<file path="src/rtl/bcm_readout_sequencer.sv">
// rtl/bcm_readout_sequencer.sv - BCM accumulator readout sequencer with streaming output and running sum
//
// Walks the enabled accumulator channels word by word and sample by sample.
// For each sample it pulses the address strobe and waits for the
// clock-crossing settle time. It then captures the readout value and offers
// it on a valid/ready stream. Every accepted sample is added to a signed
// running sum.
//
// Ports:
//   sysClk, sysReset       system clock, synchronous active-high reset
//   sysCsrStrobe, GPIO_OUT command write: [31] start, [30] abort,
//                          [16+:CHANNEL_COUNT] channel mask, [0+:ADDRESS_WIDTH] last word address
//   sysAcqActive           accumulator acquisition in progress
//   sysReadoutReg          accumulator readout value (signed)
//   sysAddrStrobe          one-cycle address load strobe
//   sysAddrWord            {channel @24, word address, sample index @0}
//   outData/outChannel     captured sample and its channel
//   outValid/outReady      stream handshake, outLast marks the final word of a run
//   sysStatusReg           [31] busy, [30] error, [29] done, [16+] latched mask, [15:0] words emitted
//   sysRunSum              signed sum of all emitted samples of the current or last run
module bcm_readout_sequencer #(
    parameter int CHANNEL_COUNT     = 4,
    parameter int SAMPLES_PER_CLOCK = 4,
    parameter int ADDRESS_WIDTH     = 10,
    parameter int SETTLE_CYCLES     = 16,
    parameter int SUM_WIDTH         = 48
) (
    input  logic                        sysClk,
    input  logic                        sysReset,
    input  logic                        sysCsrStrobe,
    input  logic [31:0]                 GPIO_OUT,
    input  logic                        sysAcqActive,
    input  logic signed [31:0]          sysReadoutReg,
    output logic                        sysAddrStrobe,
    output logic [31:0]                 sysAddrWord,
    output logic signed [31:0]          outData,
    output logic [7:0]                  outChannel,
    output logic                        outValid,
    input  logic                        outReady,
    output logic                        outLast,
    output logic [31:0]                 sysStatusReg,
    output logic signed [SUM_WIDTH-1:0] sysRunSum
);

    localparam int SB = $clog2(SAMPLES_PER_CLOCK);
    localparam int CB = (CHANNEL_COUNT > 1) ? $clog2(CHANNEL_COUNT) : 1;
    localparam int CW = $clog2(SETTLE_CYCLES);
    localparam logic [SB-1:0] SAMPLE_MAX  = SB'(SAMPLES_PER_CLOCK - 1);
    localparam logic [CW-1:0] SETTLE_LOAD = CW'(SETTLE_CYCLES - 1);

    typedef enum logic [2:0] {IDLE, STROBE, SETTLE, EMIT, ADVANCE} state_t;

    state_t                    state;
    logic                      busy, error, done;
    logic                      acqTorn;     // acquisition was seen active during the run
    logic [15:0]               count;
    logic [CHANNEL_COUNT-1:0]  mask;
    logic [ADDRESS_WIDTH-1:0]  lastAddr;
    logic [CB-1:0]             curChan, nextChan;
    logic [ADDRESS_WIDTH-1:0]  curAddr, nextAddr;
    logic [SB-1:0]             curSample, nextSample;
    logic [CW-1:0]             settleCnt;
    logic                      isLast;
    logic [CHANNEL_COUNT-1:0]  cmdMask;
    logic                      unused;

    assign cmdMask = GPIO_OUT[16 +: CHANNEL_COUNT];
    assign unused  = ^GPIO_OUT;

    function automatic logic [CB-1:0] lowestSet(input logic [CHANNEL_COUNT-1:0] m);
        logic [CB-1:0] r;
        r = '0;
        for (int i = CHANNEL_COUNT - 1; i >= 0; i--)
            if (m[i]) r = CB'(i);
        return r;
    endfunction

    function automatic logic [CB-1:0] highestSet(input logic [CHANNEL_COUNT-1:0] m);
        logic [CB-1:0] r;
        r = '0;
        for (int i = 0; i < CHANNEL_COUNT; i++)
            if (m[i]) r = CB'(i);
        return r;
    endfunction

    // First enabled channel above cur; masked channels cost no cycles.
    function automatic logic [CB-1:0] nextSet(input logic [CHANNEL_COUNT-1:0] m, input logic [CB-1:0] cur);
        logic [CB-1:0] r;
        logic          found;
        r     = cur;
        found = 1'b0;
        for (int i = 0; i < CHANNEL_COUNT; i++)
            if (!found && i > int'(cur) && m[i]) begin
                r     = CB'(i);
                found = 1'b1;
            end
        return r;
    endfunction

    function automatic logic [31:0] makeWord(input logic [CB-1:0] ch, input logic [ADDRESS_WIDTH-1:0] ad,
                                             input logic [SB-1:0] s);
        logic [31:0] w;
        w = '0;
        w[0 +: SB]            = s;
        w[SB +: ADDRESS_WIDTH] = ad;
        w[24 +: CB]           = ch;
        return w;
    endfunction

    // Traversal: sample innermost, then address, then enabled channel.
    always_comb begin
        nextSample = curSample + 1'b1;
        nextAddr   = curAddr;
        nextChan   = curChan;
        if (curSample == SAMPLE_MAX) begin
            nextSample = '0;
            if (curAddr == lastAddr) begin
                nextAddr = '0;
                nextChan = nextSet(mask, curChan);
            end else begin
                nextAddr = curAddr + 1'b1;
            end
        end
    end

    assign isLast = (curChan == highestSet(mask)) && (curAddr == lastAddr) && (curSample == SAMPLE_MAX);

    always_comb begin
        sysStatusReg                     = '0;
        sysStatusReg[31]                 = busy;
        sysStatusReg[30]                 = error;
        sysStatusReg[29]                 = done;
        sysStatusReg[16 +: CHANNEL_COUNT] = mask;
        sysStatusReg[15:0]               = count;
    end

    always_ff @(posedge sysClk) begin
        if (sysReset) begin
            state         <= IDLE;
            busy          <= 1'b0;
            error         <= 1'b0;
            done          <= 1'b0;
            acqTorn       <= 1'b0;
            count         <= '0;
            mask          <= '0;
            lastAddr      <= '0;
            curChan       <= '0;
            curAddr       <= '0;
            curSample     <= '0;
            settleCnt     <= '0;
            sysAddrStrobe <= 1'b0;
            sysAddrWord   <= '0;
            outData       <= '0;
            outChannel    <= '0;
            outValid      <= 1'b0;
            outLast       <= 1'b0;
            sysRunSum     <= '0;
        end else begin
            sysAddrStrobe <= 1'b0;
            if (busy && sysAcqActive) acqTorn <= 1'b1;

            if (sysCsrStrobe && GPIO_OUT[30]) begin
                // Abort wins over everything, including a start in the same write.
                state    <= IDLE;
                outValid <= 1'b0;
                busy     <= 1'b0;
                error    <= 1'b1;
            end else begin
                case (state)
                    IDLE: begin
                        if (sysCsrStrobe && GPIO_OUT[31]) begin
                            if (sysAcqActive) begin
                                error <= 1'b1;
                            end else if (cmdMask == '0) begin
                                done      <= 1'b1;
                                error     <= 1'b0;
                                count     <= '0;
                                sysRunSum <= '0;
                            end else begin
                                mask          <= cmdMask;
                                lastAddr      <= GPIO_OUT[0 +: ADDRESS_WIDTH];
                                error         <= 1'b0;
                                done          <= 1'b0;
                                count         <= '0;
                                sysRunSum     <= '0;
                                busy          <= 1'b1;
                                acqTorn       <= 1'b0;
                                curChan       <= lowestSet(cmdMask);
                                curAddr       <= '0;
                                curSample     <= '0;
                                sysAddrWord   <= makeWord(lowestSet(cmdMask), '0, '0);
                                sysAddrStrobe <= 1'b1;
                                state         <= STROBE;
                            end
                        end
                    end
                    STROBE: begin
                        settleCnt <= SETTLE_LOAD;
                        state     <= SETTLE;
                    end
                    SETTLE: begin
                        if (settleCnt == '0) begin
                            outData    <= sysReadoutReg;
                            outChannel <= 8'(curChan);
                            outLast    <= isLast;
                            outValid   <= 1'b1;
                            state      <= EMIT;
                        end else begin
                            settleCnt <= settleCnt - 1'b1;
                        end
                    end
                    EMIT: begin
                        if (outReady) begin
                            outValid  <= 1'b0;
                            sysRunSum <= sysRunSum + {{(SUM_WIDTH-32){outData[31]}}, outData};
                            if (count != 16'hFFFF) count <= count + 16'd1;
                            if (outLast) begin
                                state <= IDLE;
                                busy  <= 1'b0;
                                done  <= 1'b1;
                                // Acquisition during the run may have torn the data.
                                error <= acqTorn || sysAcqActive;
                            end else begin
                                state <= ADVANCE;
                            end
                        end
                    end
                    ADVANCE: begin
                        curChan       <= nextChan;
                        curAddr       <= nextAddr;
                        curSample     <= nextSample;
                        sysAddrWord   <= makeWord(nextChan, nextAddr, nextSample);
                        sysAddrStrobe <= 1'b1;
                        state         <= STROBE;
                    end
                    default: state <= IDLE;
                endcase
            end
        end
    end

endmodule

</file>
<file path="config.mk">
export PLATFORM = sky130hd
export DESIGN_NAME = bcm_readout_sequencer
export DESIGN_NICKNAME = d
export VERILOG_FILES = /design/src/rtl/bcm_readout_sequencer.sv
export SDC_FILE = /design/constraint.sdc
export NUM_CORES = 1
export LEC_CHECK = 0
export CORE_MARGIN = 2
export CORE_UTILIZATION = 30
export DETAILED_ROUTE_END_ITERATION = 8
export GPL_TIMING_DRIVEN = 1
export PLACE_DENSITY = 0.51
export SLEW_MARGIN = 10
export SYNTH_ARGS = -nofsm -noshare
export SYNTH_HDL_FRONTEND = slang
export SYNTH_SLANG_ARGS = --single-unit
</file>
<file path="constraint.sdc">
create_clock -name sysClk -period 7.2 [get_ports sysClk]
set_input_delay 0.72 -clock sysClk [delete_from_list [all_inputs] [get_ports sysClk]]
set_output_delay 0.72 -clock sysClk [all_outputs]
set_load 0.01 [all_outputs]
</file>
== Yosys cells after proc, flatten, opt, wreduce, memory -nomap -nowiden ==
Cells that the tools add are included.

* Bits in registers: 172
* Logic and storage cells: 168
* Output and inout port bits: 155

* Add/sub/neg operators: 5
* Bitwise gates (word level): 3
* Equality and inequality tests: 19
* Magnitude comparators: 3
* Multiplexer cells: 86
* Reduce and logical (&&, ||, !) cells: 33

{| class="wikitable"
|+ Operators by type and width
! operator !! number
|-
| 48-bit 2-to-1 mux || 3
|-
| 32-bit 2-to-1 mux || 3
|-
| 48-bit case mux with 2 select lines || 1
|-
| 16-bit 2-to-1 mux || 4
|-
| 32-bit case mux with 2 select lines || 1
|-
| 10-bit 2-to-1 mux || 5
|-
| 48-bit adder || 1
|-
| 2-bit 2-to-1 mux || 18
|-
| 1-bit 2-to-1 mux || 33
|-
| 16-bit case mux with 2 select lines || 1
|-
| 10-bit case mux with 2 select lines || 1
|-
| 5-bit AND reduction || 4
|-
| 3-bit 2-to-1 mux || 6
|-
| 6-bit AND reduction || 3
|-
| 16-bit by 1-bit adder with 16-bit output, second input constant || 1
|-
| 16-bit != test, second input constant || 1
|-
| 2-bit != test, second input constant || 8
|-
| 3-bit case mux with 5 select lines || 1
|-
| 10-bit by 1-bit adder with 10-bit output, second input constant || 1
|-
| 10-bit == test || 1
|-
| 1-bit logical AND || 10
|-
| 1-bit case mux with 2 select lines || 5
|-
| 3-bit != test, second input constant || 3
|-
| 3-bit AND reduction || 3
|-
| other kinds (21) || 31
|}

== Logic depth before layout (Yosys ltp) ==
Gate-level depths: netlist of run 1.

* Word-level depth: 18
* Depth in mapped cells: 11
* Gate-level depth less buffers: 11

== Worst setup path before layout of run 1 ==
No wires, ideal clock.

* Path type: reg-to-reg
* From: register outData[0]
* To: register sysRunSum[46]
* Data arrival time: 2.955 ns
* Slack: 4.127 ns
* Data required time: 7.083 ns
* Period minus slack after synthesis: 3.073 ns
* Cell stages (with the launch flop): 12
* Cells stage by stage: dfxtp_1 ha_1 fa_1 a21o_1 a221oi_2 nor3_2 nor2_4 o211ai_4 o311ai_4 a211oi_1 or4_1 a32o_1

* Longest elaborated chain between the ends: 3

{| class="wikitable"
|+ RTL lines
! what !! RTL line !! source
|-
| start, declared || 36 || <nowiki>output logic signed [31:0] outData,</nowiki>
|-
| start signal, assigned || 203 || <nowiki>outData <= sysReadoutReg;</nowiki>
|-
| 48-bit adder || 215 || <nowiki>sysRunSum <= sysRunSum + {{(SUM_WIDTH-32){outData[31]}}, outData};</nowiki>
|-
| 48-bit 2-to-1 mux || 213 || <nowiki>if (outReady) begin</nowiki>
|-
| 48-bit case mux with 2 select lines || 169 || <nowiki>case (state)</nowiki>
|-
| end signal, assigned || 215 ||
|-
| end, declared || 42 || <nowiki>output logic signed [SUM_WIDTH-1:0] sysRunSum</nowiki>
|}

No other way between the ends. The select of a mux whose other input is x is not followed.
A chain may end at the register's enable or synchronous reset.

== Worst setup path after layout of run 1 ==
* From: register outData[31]
* To: register sysRunSum[46]

Same word-level chain as after synthesis.

==> Implementation_results.wiki, run 1 <==
{| class="wikitable"
! Metric !! Value
|-
| Synth Register Bits || 140
|-
| Antenna violations before repair || 1
|-
| Slowest stage cell, crit path || sky130_fd_sc_hd__dfxtp_1
|-
| Clock transition at path regs || 70 ps
|-
| Top cells by area, synth || sky130_fd_sc_hd__dfxtp_1, sky130_fd_sc_hd__nand2_1, sky130_fd_sc_hd__a21oi_1
|-
| Average detailed-routed wire length per instance || 15.4 µm
|-
| Hold buffer count at CTS || 0
|-
| Floorplan die height || about 170 µm
|-
| Sequential cell area fraction in the yosys report || 0.335
|-
| Area share of the leading cell type in the synthesized netlist || 0.335
|-
| Final TNS setup || 0 ps
|-
| Fraction of the cycle the final worst path needs || 0.493
|-
| Number of nets in the finished design || 1339
|-
| Data required time of the critical path || 7530 ps
|-
| Primary FF master, synth || sky130_fd_sc_hd__dfxtp_1
|-
| Buffers added on ports || 174
|-
| Maximum number of pins on one net before global-route repair || 68
|-
| Number of fill cells in the layout || 2915
|-
| Kind of critical path || flip-flop to flip-flop
|-
| Setup repair after global routing missed its margin || no
|-
| Actual transition at the worst max-transition pin || 1120 ps
|-
| Total gr overflow || 0
|-
| Rows || 61
|-
| Nature of the critical path endpoint || flip-flop
|-
| FF-to-FF setup slack || 3650 ps
|-
| Count of max-cap constraint violations || 0
|-
| Routability cong. || 0.814
|-
| Initial core utilization || 0.303
|-
| Residual DRC count || 0
|-
| Number of global-route vias before repair || 7400
|-
| Crit path largest cell delay || 910 ps
|-
| Launching element of the worst setup path || outData[31]$_SDFFE_PP0P_
|-
| Worst EP arrival || 3880 ps
|-
| Class of the worst hold path || flip-flop to flip-flop
|-
| Post-cts resize count || 0
|-
| Worst-case headroom to the max-slew limit || 0.253
|-
| Worst-case vdd ir drop || 0.108 mV
|-
| Share of final-layout standard cells stronger than drive strength 1 || 0.0496
|-
| Maximum clock frequency || ~0.28 GHz
|-
| Post-synthesis simple-gate area fraction || 0.224
|-
| Average via count per standard cell || 4.91
|-
| Worst hold-check slack || between 400 and 500 ps
|-
| Area added between synthesis and finish || 30.3%
|-
| Routed via count || 7900
|-
| Number of setup buffers added after CTS || 0
|-
| Adder-cell share of the synthesized area || 0.0786
|-
| Count of flip-flops with a built-in enable after synthesis || 0
|-
| Complex-gate fraction of the synthesized area || 0.227
|-
| Largest driver fanout on the critical path || 20
|-
| Count of TritonRoute iterations in the first routing pass || 5
|-
| Die outline width || between 150 and 200 µm
|-
| Buffer cell driving the clock tree root || sky130_fd_sc_hd__clkbuf_16
|-
| Main combinational cell family by area after synthesis || compound AO/OA/AOI/OAI gates
|-
| Synth cell types || 70
|-
| R2R Path Start || outData[31]$_SDFFE_PP0P_
|-
| Number of buffers between clock root and the deepest sink || 2
|-
| Outcome || complete, no violations
|-
| Share of flip-flops with an asynchronous set or reset after synthesis || 0
|-
| Share of cell area taken by muxes after synthesis || 0.00836
|-
| Sink Count || 140
|-
| Post-synthesis instance area || 8380 µm²
|-
| Total CTS buffers || 17
|-
| Global-route wire length before repair || 39200 µm
|-
| Synth Instances || 1070
|-
| Post-Route WL || 24800 µm
|-
| Clock tree from TritonCTS || built
|-
| Worst path cell trace || ha_1, nand2_1, nor2_1, a22oi_1, o2bb2ai_1, o211ai_4, o311ai_4, a211oi_1, or4_1, a32o_1
|-
| Die Area || 29300 µm²
|-
| Source of the worst hold timing path || outValid$_SDFFE_PP0P_
|-
| Final setup violation count || 0
|-
| IO Pins || around 220
|-
| Count of pins over their slew limit || 0
|-
| Latest clock arrival within the worst-skew pair || 430 ps
|-
| Area share of xor/xnor cells in the synthesized design || 0.0648
|-
| Largest area contributor in the synthesized netlist || sky130_fd_sc_hd__dfxtp_1
|-
| Final critical path time including I/O delays and setup || 3550 ps
|-
| Half-perimeter wire length of the detailed placement result || between 15000 and 20000 µm
|-
| Sort of element at the start of the critical path || flip-flop
|-
| Area inside the core boundary || 27600 µm²
|-
| Final Hold Viols || 0
|-
| Worst setup skew after layout || 12.5 ps
|-
| Number of design-rule violations left by the first detailed-router iteration || 337
|-
| H-tree levels || 4
|-
| Static Leak || 4.17 nW
|-
| Total track usage || 0.168
|-
| DRT antenna net count || 0
|-
| Number of warnings issued by yosys || 0
|-
| Avg Synthesized Cell Area || 7.83 µm²
|-
| Power per standard cell area || 171 nW/µm²
|}
## worst max-delay path: cells and delay by family, from the launching register on
| family | cells | cell delay, ps |
|---|---|---|
| adders and majority gates | 1 | 450 |
| DFF | 1 | 910 |
| and+or+nand+nor | 3 | 780 |
| AOI/OAI and AO/OA | 6 | 1310 |
## flip-flops by register name (all words and copies together) (netlist names)
signal,flops
curChan,1
outValid,1
outLast,1
state,3
mask,4
sysAddrWord,3
acqTorn,1
error,1
curAddr,9
sysRunSum,48
outData,32
lastAddr,10
settleCnt,4
busy,1
sysAddrStrobe,1
done,1
outChannel,2
count,16
curSample,1
## cell type report
class                           count  area, µm²  share of cell area
Multi-Input combinational cell    861       5200               0.476
Sequential cell                   140       2800               0.257
Timing Repair Buffer              179       1780               0.163
Tap cell                          378        473              0.0433
Clock buffer                       17        425              0.0390
Clock inverter                     15        165              0.0151
Inverter                           19       71.3             0.00653
Antenna cell                        1       2.50            0.000229
## path summary, 6_finish.rpt
kind | end | depth (start not counted)
worst min-delay path | outValid$_SDFFE_PP0P_ | 2
worst max register to register | sysRunSum[46]$_SDFFE_PP0P_ | 10
worst max-delay path | sysRunSum[46]$_SDFFE_PP0P_ | 10
worst min register to register | outValid$_SDFFE_PP0P_ | 2
## cell families (layout without fill, tap and decap cells)
| kind of cell | count (synthesis) | count (layout) |
|---|---|---|
| muxes | 7 | 7 |
| buffers and inverters | 101 | 230 |
| adders and majority gates | 52 | 52 |
| DFF | 140 | 140 |
| AOI/OAI and AO/OA | 295 | 295 |
| xor gates and xnor gates | 62 | 62 |
| other | 1 | 34 |
| and+or+nand+nor | 412 | 412 |
## metal layers
layer	global-route usage	vias to the layer above	part of all wire	wire length, µm
li1	-	4042	-	-
met1	0.220	3655	0.47	11700
met2	0.274	189	0.46	11400
met3	0.0412	14	0.059	1460
met4	0.0464	0	0.0093	231
met5	0	-	0	0
## where the power goes
part	total (mW)	switching (mW)	leakage [nW]	internal (mW)
combinational	0.168	0.0928	2.75	0.0749
sequential	0.806	0.0182	1.13	0.788
clock	0.898	0.403	0.290	0.495
total	1.87	0.514	4.17	1.36
## stage by stage
step                instance area [µm²]  cells  total power [mW]   util  setup WS, ps
finish                            10900   1610              1.87  0.395          3650
global route                      10900   1610              1.95  0.395          3410
global placement                  10300   1577             0.992  0.374          3550
floorplan                          8500   1102             0.929      -          4130
CTS                               10900   1609              1.90  0.395          3640
detailed placement                10300   1577             0.992  0.374          3530
## Yosys cell counts, types with 9 or more instances
cell type,instances
sky130_fd_sc_hd__o21bai_1,13
sky130_fd_sc_hd__nand4_1,20
sky130_fd_sc_hd__ha_1,51
sky130_fd_sc_hd__nor2_1,88
sky130_fd_sc_hd__xor2_1,29
sky130_fd_sc_hd__o21ai_0,35
sky130_fd_sc_hd__buf_4,36
sky130_fd_sc_hd__inv_1,19
sky130_fd_sc_hd__nand2b_1,9
sky130_fd_sc_hd__a22oi_1,17
sky130_fd_sc_hd__a21o_1,19
sky130_fd_sc_hd__dfxtp_1,140
sky130_fd_sc_hd__o211ai_1,10
sky130_fd_sc_hd__a21oi_1,131
sky130_fd_sc_hd__nand2_1,183
sky130_fd_sc_hd__or3_1,11
sky130_fd_sc_hd__nor3_1,25
sky130_fd_sc_hd__and3_1,19
sky130_fd_sc_hd__xnor2_1,33
sky130_fd_sc_hd__nand3_1,21
sky130_fd_sc_hd__clkbuf_1,42
## placed cells by master (no fill, tap or decap), types with 10 or more instances in the layout
| cell type | synthesis | routed |
|---|---|---|
| sky130_fd_sc_hd__a21o_1 | 19 | 19 |
| sky130_fd_sc_hd__a21oi_1 | 131 | 129 |
| sky130_fd_sc_hd__a22oi_1 | 17 | 17 |
| sky130_fd_sc_hd__and3_1 | 19 | 19 |
| sky130_fd_sc_hd__clkbuf_16 | 0 | 17 |
| sky130_fd_sc_hd__clkdlybuf4s50_1 | 0 | 173 |
| sky130_fd_sc_hd__conb_1 | 1 | 33 |
| sky130_fd_sc_hd__dfxtp_1 | 140 | 140 |
| sky130_fd_sc_hd__ha_1 | 51 | 51 |
| sky130_fd_sc_hd__inv_1 | 19 | 19 |
| sky130_fd_sc_hd__nand2_1 | 183 | 183 |
| sky130_fd_sc_hd__nand3_1 | 21 | 20 |
| sky130_fd_sc_hd__nand4_1 | 20 | 20 |
| sky130_fd_sc_hd__nor2_1 | 88 | 88 |
| sky130_fd_sc_hd__nor3_1 | 25 | 24 |
| sky130_fd_sc_hd__o211ai_1 | 10 | 10 |
| sky130_fd_sc_hd__o21ai_0 | 35 | 35 |
| sky130_fd_sc_hd__o21bai_1 | 13 | 13 |
| sky130_fd_sc_hd__or3_1 | 11 | 11 |
| sky130_fd_sc_hd__xnor2_1 | 33 | 33 |
| sky130_fd_sc_hd__xor2_1 | 29 | 29 |
(Power assumes the default switching activity.)
==> inputs of run 2 (changes only) <==
--- a/config.mk
+++ b/config.mk
@@ -9,7 +9,7 @@
 export CORE_UTILIZATION = 30
 export DETAILED_ROUTE_END_ITERATION = 8
 export GPL_TIMING_DRIVEN = 1
-export PLACE_DENSITY = 0.51
+export PLACE_DENSITY = 0.53
 export SLEW_MARGIN = 10
 export SYNTH_ARGS = -nofsm -noshare
 export SYNTH_HDL_FRONTEND = slang
==> constraint.sdc (replaced) <==
create_clock -name sysClk -period 3.19 [get_ports sysClk]
set_input_delay 0.319 -clock sysClk [delete_from_list [all_inputs] [get_ports sysClk]]
set_output_delay 0.319 -clock sysClk [all_outputs]
set_load 0.01 [all_outputs]
==> Implementation_results.wiki, run 2 (synthesis gave the netlist of run 1 again) <==
{| class="wikitable"
! Metric !! Value
|-
| Worst-case headroom to the max-slew limit || 0.275
|-
| Fraction of the cycle the final worst path needs || 0.977
|-
| Power per standard cell area || 379 nW/µm²
|-
| GR peak layer || met2
|-
| Rows || 61
|-
| Buffers added on ports || 174
|-
| Source of the worst hold timing path || sysReset
|-
| Post-Layout Cell Count || 1641
|-
| Launching element of the worst setup path || outData[0]$_SDFFE_PP0P_
|-
| DRT antenna net count || 0
|-
| Count of pins over their slew limit || 0
|-
| Largest driver fanout on the critical path || 3
|-
| Actual transition at the worst max-transition pin || between 1000 and 1500 ps
|-
| IO Pins || between 200 and 250
|-
| Maximum clock frequency || 0.321 GHz
|-
| Outcome || complete, no violations
|-
| CP Capture Point || sysRunSum[46]$_SDFFE_PP0P_
|-
| Total CTS buffers || 17
|-
| Routability cong. || 0.847
|-
| Number of nets in the finished design || 1371
|-
| Ant diodes || 0
|-
| Residual DRC count || 0
|-
| Average detailed-routed wire length per instance || 15.5 µm
|-
| Kind of critical path || flip-flop to flip-flop
|-
| Clock tree from TritonCTS || built
|-
| Setup repair after global routing missed its margin || yes
|-
| Final setup violation count || 0
|-
| GR met3 Demand/Resource || 0.0412
|-
| Class of the worst hold path || primary input to flip-flop
|-
| Die Area || 29300 µm²
|-
| Half-perimeter wire length of the detailed placement result || around 19000 µm
|-
| Routed via count || 8040
|-
| Total gr overflow || 0
|-
| Area inside the core boundary || 27600 µm²
|-
| Number of flip-flops under the largest register name || 48
|-
| Registers with the highest flip-flop counts || sysRunSum (48), outData (32), count (16)
|-
| Static Leak || 4.35 nW
|-
| H-tree levels || 4
|-
| Initial core utilization || 0.303
|-
| Cell count after placement || around 1600
|-
| Buffer cell driving the clock tree root || sky130_fd_sc_hd__clkbuf_16
|-
| Die outline width || 171 µm
|-
| R2R Path Start || outData[0]$_SDFFE_PP0P_
|-
| Worst setup skew after layout || around 15 ps
|-
| Worst-case vdd ir drop || 0.228 mV
|-
| Hold buffer count at CTS || 0
|-
| Post-Route WL || 25400 µm
|-
| Total track usage || 0.173
|-
| Area added between synthesis and finish || 34.0%
|-
| Worst hold-check slack || 270 ps
|-
| Global-route wire length before repair || slightly above 40000 µm
|-
| Final critical path time including I/O delays and setup || 3120 ps
|-
| Number of global-route vias before repair || 7722
|-
| Sort of element at the start of the critical path || flip-flop
|-
| FF-to-FF setup slack || 70 ps
|-
| Number of design-rule violations left by the first detailed-router iteration || 392
|-
| Largest register by flop count || sysRunSum
|-
| GR Layer Usage met1 || 0.225
|-
| Met2 GRT Util || 0.285
|-
| Share of final-layout standard cells stronger than drive strength 1 || 0.0776
|-
| Data required time of the critical path || 3510 ps
|-
| Worst R2R End || sysRunSum[46]$_SDFFE_PP0P_
|-
| Final cell area excluding filler cells || 11200 µm²
|-
| Most common cell after layout, fill and taps aside || sky130_fd_sc_hd__nand2_1
|-
| Final Hold Viols || 0
|-
| Nature of the critical path endpoint || flip-flop
|-
| Latest clock arrival within the worst-skew pair || 430 ps
|-
| Floorplan die height || 171 µm
|-
| Count of TritonRoute iterations in the first routing pass || 4
|-
| Highest-count cells in the layout ignoring fill and taps || sky130_fd_sc_hd__nand2_1, sky130_fd_sc_hd__clkdlybuf4s50_1, sky130_fd_sc_hd__dfxtp_1
|-
| Antenna violations before repair || 1
|-
| Worst EP arrival || between 3000 and 4000 ps
|-
| Dpl cell area || roughly 11000 µm²
|-
| Count of cells along the worst register-to-register path || 11
|-
| Maximum number of pins on one net before global-route repair || 47
|-
| Count of max-cap constraint violations || 0
|-
| Average via count per standard cell || 4.90
|-
| Number of buffers between clock root and the deepest sink || 2
|-
| Clock transition at path regs || 80 ps
|-
| Sink Count || between 100 and 150
|}
## run 2: area by class of cell
cell class	count	area (µm²)
fillers	2902	16400
clock inverters	15	196
repair buffers	211	2030
flip-flops and latches	140	2810
well taps	378	473
inverters	19	71.3
clock buffers	17	425
multi-input cells	861	5230
## run 2: metal layers
| metal | wire length [µm] | vias up | part of all wire |
|---|---|---|---|
| met5 | 11 | - | 0.00043 |
| met3 | 1180 | 13 | 0.047 |
| met4 | 199 | 2 | 0.0078 |
| li1 | - | 4128 | - |
| met2 | 11900 | 150 | 0.47 |
| met1 | 12100 | 3747 | 0.48 |
## run 2: how the worst min path moves through the flow
stage                                 end  slack (ps)  depth (start not counted)
finish              count[0]$_SDFFE_PP0P_         270                          2
global route        count[1]$_SDFFE_PP0P_         280                          2
CTS                 count[0]$_SDFFE_PP0P_         250                          2
detailed placement  outValid$_SDFFE_PP0P_         450                          2
global placement    outValid$_SDFFE_PP0P_         450                          2
floorplan               busy$_SDFFE_PP0P_         430                          1
## run 2: power breakdown
part	switching (mW)	internal (mW)
clock network	0.968	1.07
logic	0.216	0.185
registers	0.0384	1.78
total	1.22	3.03
## run 2: through the flow
| step | TNS, ps | setup slack, ps | utilization | total power, mW |
|---|---|---|---|---|
| after floorplan | 0 | 117 | - | 2.10 |
| after global routing | -39.2 | -39.2 | 0.406 | 4.44 |
| final | 0 | 74.0 | 0.406 | 4.26 |
| after global placement | 0 | 55.8 | 0.382 | 2.26 |
| after CTS | 0 | 11.8 | 0.405 | 4.32 |
| after detailed placement | 0 | 24.3 | 0.382 | 2.26 |
## run 2: worst max-delay path, cell delays in order, from the launching register on
cell and delay [ps]:
sky130_fd_sc_hd__dfxtp_2 330, sky130_fd_sc_hd__ha_2 190, sky130_fd_sc_hd__fa_2 350, sky130_fd_sc_hd__a21o_1 230, sky130_fd_sc_hd__a221oi_4 380, sky130_fd_sc_hd__nor3_4 100, sky130_fd_sc_hd__nor2_4 150, sky130_fd_sc_hd__o211ai_4 110
sky130_fd_sc_hd__o311ai_4 310, sky130_fd_sc_hd__a211oi_2 120, sky130_fd_sc_hd__or4_1 480, sky130_fd_sc_hd__a32o_1 260
## run 2: timing repair
| action | in CTS | in global routing |
|---|---|---|
| setup buffers | 0 | 2 |
| resized for setup | 0 | 8 |
| setup endpoints to repair | 0 | 5 |
